[src/rtl/beta_pkg.sv]
// Shared state encoding for the Beta step controller.
package beta_pkg;

  typedef enum logic [1:0] {
    ST_IDLE = 2'b00,
    ST_RUN  = 2'b01,
    ST_STEP = 2'b10,
    ST_HALT = 2'b11
  } state_t;

endpackage

[src/rtl/btn_debounce.sv]
// Raw button -> 2-flop sync -> stable-level filter; btn_press is a 1-cycle strobe on an accepted rising level.
// Latency: sync (2) + DEBOUNCE_CYCLES stable samples; no backpressure.
module btn_debounce #(
  parameter int DEBOUNCE_CYCLES = 1_000_000,
  parameter int DB_W            = 20
) (
  input  logic clk,
  input  logic rst,
  input  logic btn_raw,
  output logic btn_level,
  output logic btn_press
);

  localparam logic [DB_W-1:0] CNT_MAX = DB_W'(DEBOUNCE_CYCLES - 1);

  logic            sync_a;
  logic            sync_b;
  logic [DB_W-1:0] cnt;
  logic            settle;

  // Press fires in the same cycle the new level is committed, so it can never repeat.
  assign settle    = (sync_b != btn_level) && (cnt == CNT_MAX);
  assign btn_press = settle & sync_b;

  always_ff @(posedge clk) begin
    if (rst) begin
      sync_a    <= 1'b0;
      sync_b    <= 1'b0;
      btn_level <= 1'b0;
      cnt       <= '0;
    end else begin
      sync_a <= btn_raw;
      sync_b <= sync_a;
      if (sync_b == btn_level) begin
        cnt <= '0;
      end else if (settle) begin
        btn_level <= sync_b;
        cnt       <= '0;
      end else begin
        cnt <= cnt + DB_W'(1);
      end
    end
  end

endmodule

[src/rtl/beta_step_ctrl.sv]
// Turns slow_clk_in rising edges into single-cycle cpu_en pulses under run/step/halt control.
// Latency: slow_clk_in rise -> cpu_en one clk later; no backpressure, halt_req wins over everything.
import beta_pkg::*;

module beta_step_ctrl #(
  parameter int DEBOUNCE_CYCLES = 1_000_000,
  parameter int DB_W            = 20,
  parameter int CNT_W           = 16
) (
  input  logic             clk,
  input  logic             rst,
  input  logic             slow_clk_in,
  input  logic             btn_run,
  input  logic             btn_step,
  input  logic             halt_req,
  output logic             cpu_en,
  output logic [1:0]       state,
  output logic             running,
  output logic [CNT_W-1:0] step_count
);

  state_t st;
  logic   slow_q;
  logic   tick;
  logic   run_press;
  logic   step_press;

  btn_debounce #(.DEBOUNCE_CYCLES(DEBOUNCE_CYCLES), .DB_W(DB_W)) u_run_db (
    .clk       (clk),
    .rst       (rst),
    .btn_raw   (btn_run),
    .btn_level (),
    .btn_press (run_press)
  );

  btn_debounce #(.DEBOUNCE_CYCLES(DEBOUNCE_CYCLES), .DB_W(DB_W)) u_step_db (
    .clk       (clk),
    .rst       (rst),
    .btn_raw   (btn_step),
    .btn_level (),
    .btn_press (step_press)
  );

  // slow_q resets high so a divider already sitting at 1 does not produce a tick.
  assign tick  = slow_clk_in & ~slow_q;
  assign state = st;

  always_ff @(posedge clk) begin
    if (rst) begin
      st         <= ST_IDLE;
      cpu_en     <= 1'b0;
      running    <= 1'b0;
      step_count <= '0;
      slow_q     <= 1'b1;
    end else begin
      slow_q <= slow_clk_in;
      cpu_en <= 1'b0;
      if (halt_req) begin
        st      <= ST_HALT;
        running <= 1'b0;
      end else begin
        case (st)
          ST_IDLE: begin
            if (run_press) begin
              st      <= ST_RUN;
              running <= 1'b1;
            end else if (step_press) begin
              st <= ST_STEP;
            end
          end
          ST_RUN: begin
            if (run_press) begin
              st      <= ST_IDLE;
              running <= 1'b0;
            end else if (tick) begin
              cpu_en     <= 1'b1;
              step_count <= step_count + CNT_W'(1);
            end
          end
          ST_STEP: begin
            if (tick) begin
              cpu_en     <= 1'b1;
              step_count <= step_count + CNT_W'(1);
              st         <= ST_IDLE;
            end
          end
          default: ;
        endcase
      end
    end
  end

endmodule

[config.mk]
export PLATFORM = sky130hd
export DESIGN_NAME = beta_step_ctrl
export DESIGN_NICKNAME = d
export VERILOG_FILES = /design/src/rtl/beta_pkg.sv /design/src/rtl/btn_debounce.sv /design/src/rtl/beta_step_ctrl.sv
export SDC_FILE = /design/constraint.sdc
export NUM_CORES = 1
export LEC_CHECK = 0
export ABC_AREA = 0
export CAP_MARGIN = 0
export CORE_ASPECT_RATIO = 0.8
export CORE_MARGIN = 2
export CORE_UTILIZATION = 35
export DETAILED_ROUTE_END_ITERATION = 16
export PLACE_DENSITY_LB_ADDON = 0.08
export SLEW_MARGIN = 15
export SYNTH_ARGS = -nofsm -noshare
export SYNTH_HDL_FRONTEND = slang
export SYNTH_SLANG_ARGS = --single-unit
export TNS_END_PERCENT = 1
[constraint.sdc]
create_clock -name clk -period 2.7 [get_ports clk]
set_clock_uncertainty 0.15 [all_clocks]
set_input_delay 0.54 -clock clk [delete_from_list [all_inputs] [get_ports clk]]
set_output_delay 0.54 -clock clk [all_outputs]
set_load 0.03 [all_outputs]
==> flow_summary.html <==
<table>
<tr><th>Metric</th><th>Value</th></tr>
<tr><th colspan="2">STA</th></tr>
<tr><td>Count of final setup violators</td><td>0</td></tr>
<tr><td>Time the worst path needs with I/O delays and setup</td><td>2470 ps</td></tr>
<tr><td>Slew headroom</td><td>57.25%</td></tr>
<tr><td>Worst-margin pin slew</td><td>635.5 ps</td></tr>
<tr><td>Total count of max-transition violations in the final report</td><td>0</td></tr>
<tr><td>Achievable frequency</td><td>404.8 MHz</td></tr>
<tr><td>Final setup TNS</td><td>0 ps</td></tr>
<tr><td>Number of endpoints with negative hold slack in the final report</td><td>0</td></tr>
<tr><td>Final Cycle Share</td><td>91.49%</td></tr>
<tr><td>Unrepaired setup endpoints after global routing</td><td>false</td></tr>
<tr><th colspan="2">Outcome</th></tr>
<tr><td>Result of the run</td><td>complete, no violations</td></tr>
<tr><th colspan="2">Power</th></tr>
<tr><td>Worst IR Drop VDD</td><td>0.2372 mV</td></tr>
<tr><td>Leak</td><td>1.190 nW</td></tr>
<tr><td>Net switching component of the power</td><td>0.4208 mW</td></tr>
<tr><td>Power per unit of standard cell area</td><td>498.3 nW/um^2</td></tr>
<tr><td>Switching power share of the total</td><td>23.30%</td></tr>
<tr><td>Power share of the clock group</td><td>39.3%</td></tr>
<tr><td>Part of the total power dissipated in combinational logic</td><td>5.1%</td></tr>
<tr><td>Sequential share of power</td><td>55.6%</td></tr>
<tr><td>Internal power contribution</td><td>1.385 mW</td></tr>
<tr><th colspan="2">Floorplan</th></tr>
<tr><td>Initial core utilization</td><td>35.80%</td></tr>
<tr><td>Num rows</td><td>30</td></tr>
<tr><td>Die height</td><td>86.95 um</td></tr>
<tr><td>Placeable core area</td><td>8408 sq um</td></tr>
<tr><td>Horiz. Die Dim</td><td>107.7 um</td></tr>
<tr><td>DIE AREA</td><td>9364 sq um</td></tr>
<tr><td>Count of pins on the block boundary</td><td>26</td></tr>
<tr><th colspan="2">Global routing</th></tr>
<tr><td>Overall Global Routing Usage</td><td>14.23%</td></tr>
<tr><td>Pin count of the biggest net entering global routing</td><td>23</td></tr>
<tr><td>Antenna violations before repair</td><td>0</td></tr>
<tr><td>Wire length of the first global-routing pass</td><td>10540 um</td></tr>
<tr><td>Via count of the first global-routing pass</td><td>2228</td></tr>
<tr><td>Grt total ovfl</td><td>0</td></tr>
<tr><th colspan="2">Layout</th></tr>
<tr><td>Nets</td><td>394</td></tr>
<tr><td>Register area</td><td>1341 sq um</td></tr>
<tr><td>Final core utilization</td><td>43.10%</td></tr>
<tr><td>Share of cells above drive strength 1</td><td>8.290%</td></tr>
<tr><td>Diode count</td><td>0</td></tr>
<tr><td>P&amp;R area growth vs syn</td><td>20.37%</td></tr>
<tr><td>Total of fill cells in the finished design</td><td>855</td></tr>
<tr><td>Multi-input combinational cell area</td><td>1573 sq um</td></tr>
<tr><th colspan="2">Clocking</th></tr>
<tr><td>Cts bufs inserted</td><td>9</td></tr>
<tr><td>Clk buf depth</td><td>2</td></tr>
<tr><td>Clock tree from TritonCTS</td><td>yes</td></tr>
<tr><td>Root buf cell</td><td>clkbuf_8</td></tr>
<tr><td>Resized cells post-CTS</td><td>0</td></tr>
<tr><td>Insertion delay to the later sink of the worst-skew pair</td><td>330 ps</td></tr>
<tr><td>Setup repair bufs after CTS</td><td>0</td></tr>
<tr><td>Post-CTS Hold Buffers</td><td>0</td></tr>
<tr><td>Clock-pin slew on the worst setup and hold paths</td><td>70 ps</td></tr>
<tr><td>H-Tree Level Count</td><td>3</td></tr>
<tr><td>Count of clock tree sinks</td><td>67</td></tr>
<tr><th colspan="2">Setup path</th></tr>
<tr><td>Cell count of the worst reg-to-reg path</td><td>6</td></tr>
<tr><td>Worst Path Class, Setup</td><td>reg2reg</td></tr>
<tr><td>Worst setup path startpoint</td><td>u_run_db.cnt[11]$_SDFF_PP0_</td></tr>
<tr><td>Worst R2R Start</td><td>u_run_db.cnt[11]$_SDFF_PP0_</td></tr>
<tr><td>Worst setup EP type</td><td>register</td></tr>
<tr><td>Capture point of the critical path</td><td>step_count[1]$_SDFFE_PP0P_</td></tr>
<tr><td>Crit Reg-Reg Endpoint</td><td>step_count[1]$_SDFFE_PP0P_</td></tr>
<tr><td>Startpoint class of the critical path</td><td>register</td></tr>
<tr><td>Data required time at the worst endpoint</td><td>2760 ps</td></tr>
<tr><td>Critical-path maximum fanout</td><td>10</td></tr>
<tr><td>Register-to-register setup slack</td><td>230 ps</td></tr>
<tr><td>Critical path data arrival time</td><td>2530 ps</td></tr>
<tr><th colspan="2">Routing</th></tr>
<tr><td>DRC viols</td><td>0</td></tr>
<tr><td>Number of nets with antenna violations after routing</td><td>0</td></tr>
<tr><td>Wire per inst</td><td>12.00 um</td></tr>
<tr><td>Via count</td><td>2383</td></tr>
<tr><td>DR iter-0 viols</td><td>98</td></tr>
<tr><td>1st-pass router iterations</td><td>4</td></tr>
<tr><td>Overall routed net length</td><td>5976 um</td></tr>
<tr><td>Via count normalized by instance count</td><td>4.785</td></tr>
<tr><th colspan="2">Yosys</th></tr>
<tr><td>Ranking of synthesized cells by instance count</td><td>dfxtp_1, nor2_1, xor2_1, nand3_1, nand2_1</td></tr>
<tr><td>Post-synthesis sequential element count</td><td>67</td></tr>
<tr><td>Yosys Warn Count</td><td>0</td></tr>
<tr><td>Most area-consuming cells after synthesis</td><td>dfxtp_1, xor2_1, nor2_1</td></tr>
<tr><td>EDFF count, synth</td><td>0</td></tr>
<tr><td>Number of library cell types mapped by synthesis</td><td>44</td></tr>
<tr><td>Post-synth ARST share</td><td>0%</td></tr>
<tr><td>Yosys top cell area share</td><td>44.56%</td></tr>
<tr><td>Library cell with the highest instance count after synthesis</td><td>dfxtp_1</td></tr>
<tr><td>Synthesized netlist cell count</td><td>343</td></tr>
<tr><td>Mapped Area</td><td>3010 sq um</td></tr>
<tr><td>Cell type contributing the most total cell area after synthesis</td><td>dfxtp_1</td></tr>
<tr><td>Post-synthesis sequential area ratio</td><td>44.56%</td></tr>
<tr><td>Syn_nets</td><td>355</td></tr>
<tr><td>Average footprint of a synthesized cell</td><td>8.777 sq um</td></tr>
<tr><td>Ys flop type</td><td>dfxtp_1</td></tr>
<tr><th colspan="2">Worst hold path</th></tr>
<tr><td>Worst Hold Launch</td><td>u_step_db.sync_a$_SDFF_PP0_</td></tr>
<tr><td>HP Class</td><td>reg2reg</td></tr>
<tr><th colspan="2">Placement</th></tr>
<tr><td>Final weighted congestion of routability-driven global placement</td><td>0.7660</td></tr>
<tr><td>Total of buffers placed on input and output ports</td><td>25</td></tr>
<tr><td>DPL Wire Length</td><td>4347 um</td></tr>
<tr><th colspan="2">Job</th></tr>
<tr><td>Max-cap violations</td><td>0</td></tr>
</table>
## metal layers
| layer | up-vias | track usage, % | part of all wire [%] |
|---|---|---|---|
| met5 | - | 0 | 0 |
| met3 | 9 | 4.712 | 3.9 |
| met2 | 32 | 20.01 | 40 |
| li1 | 1275 | - | - |
| met4 | 0 | 5.245 | 1.6 |
| met1 | 1067 | 20.17 | 55 |
## critical path, cell delays in order (launching register included)
cell     delay [ps]
dfxtp_1         340
or4b_1          520
or4_1           490
o21ai_2         400
buf_4           230
mux2i_1         180
nor2_1           50
## layout make-up
| cell class | instances | area share [%] |
|---|---|---|
| Clock buffer | 10 | 3.798 |
| Clock inverter | 5 | 0.8287 |
| Inverter | 13 | 1.347 |
| Multi-Input combinational cell | 254 | 43.40 |
| Sequential cell | 67 | 37.02 |
| Tap cell | 112 | 3.867 |
| Timing Repair Buffer | 37 | 9.738 |
## metrics by stage
stage / std cells / hold WS (ps) / power (mW) / setup WS [ps] / cell area, sq um
after floorplan: 343 / 262.9 / 1.083 / 164.4 / 3010
after global placement: 483 / 269.6 / 1.120 / 65.77 / 3456
after detailed placement: 483 / 273.1 / 1.119 / 45.71 / 3456
after CTS: 498 / 290.7 / 1.844 / 209.2 / 3623
after global routing: 498 / 318.1 / 1.904 / 86.35 / 3623
final: 498 / 285.4 / 1.806 / 229.8 / 3623
## worst min-delay path by stage
stage                                        to  slack (ps)  cells past startpoint
detailed placement  u_step_db.sync_b$_SDFF_PP0_         270                      1
global placement     u_run_db.sync_b$_SDFF_PP0_         270                      1
floorplan           u_step_db.cnt[0]$_SDFF_PP0_         260                      1
finish              u_step_db.sync_b$_SDFF_PP0_         290                      1
global route         u_run_db.sync_b$_SDFF_PP0_         320                      1
CTS                 u_step_db.sync_b$_SDFF_PP0_         290                      1
## layout by cell type, fill, tap and decap left out, types with 2 or more instances in the layout
cell and count:
a21oi_1 13, and2_1 4, and3_1 7, and4_1 2, buf_4 11, clkbuf_8 10
clkdlybuf4s50_1 25, clkinv_2 3, clkinvlp_4 2, dfxtp_1 67, ha_1 6, inv_1 13
mux2i_1 3, nand2_1 19, nand2b_1 2, nand3_1 22, nand4_1 10, nor2_1 59
nor2b_1 5, nor3_1 4, nor4_1 6, nor4bb_1 2, o2111ai_1 2, o211ai_1 2
o21ai_0 7, o21ai_1 2, o31ai_1 6, or3_1 4, or4_1 9, xnor2_1 18
xor2_1 26
## kinds of logic (layout without fill, tap and decap cells)
family / Yosys count / in the layout / share of synthesized area, %
AO/OA/AOI/OAI: 37 / 37 / 7.772
XOR/XNOR: 44 / 44 / 12.80
adder cells (fa/ha/maj): 6 / 6 / 2.494
buffers and inverters: 22 / 65 / 3.201
flip-flops: 67 / 67 / 44.56
multiplexers: 3 / 3 / 0.9975
AND/OR/NAND/NOR: 164 / 164 / 28.18
## power by group through the flow
stage | logic [mW] | clock network, mW | registers [mW]
floorplan | 0.0489 | 0 | 1.03
global placement | 0.0920 | 0 | 1.03
detailed placement | 0.0915 | 0 | 1.03
CTS | 0.0922 | 0.747 | 1.00
global route | 0.102 | 0.796 | 1.01
finish | 0.0917 | 0.709 | 1.00
## state kept, by name (all words and copies together) (netlist names), 2 cells and up
| register | cells |
|---|---|
| u_step_db.cnt | 20 |
| step_count | 16 |
| state | 2 |
| u_run_db.cnt | 20 |
Note: power is estimated with default switching activity, not from simulation.
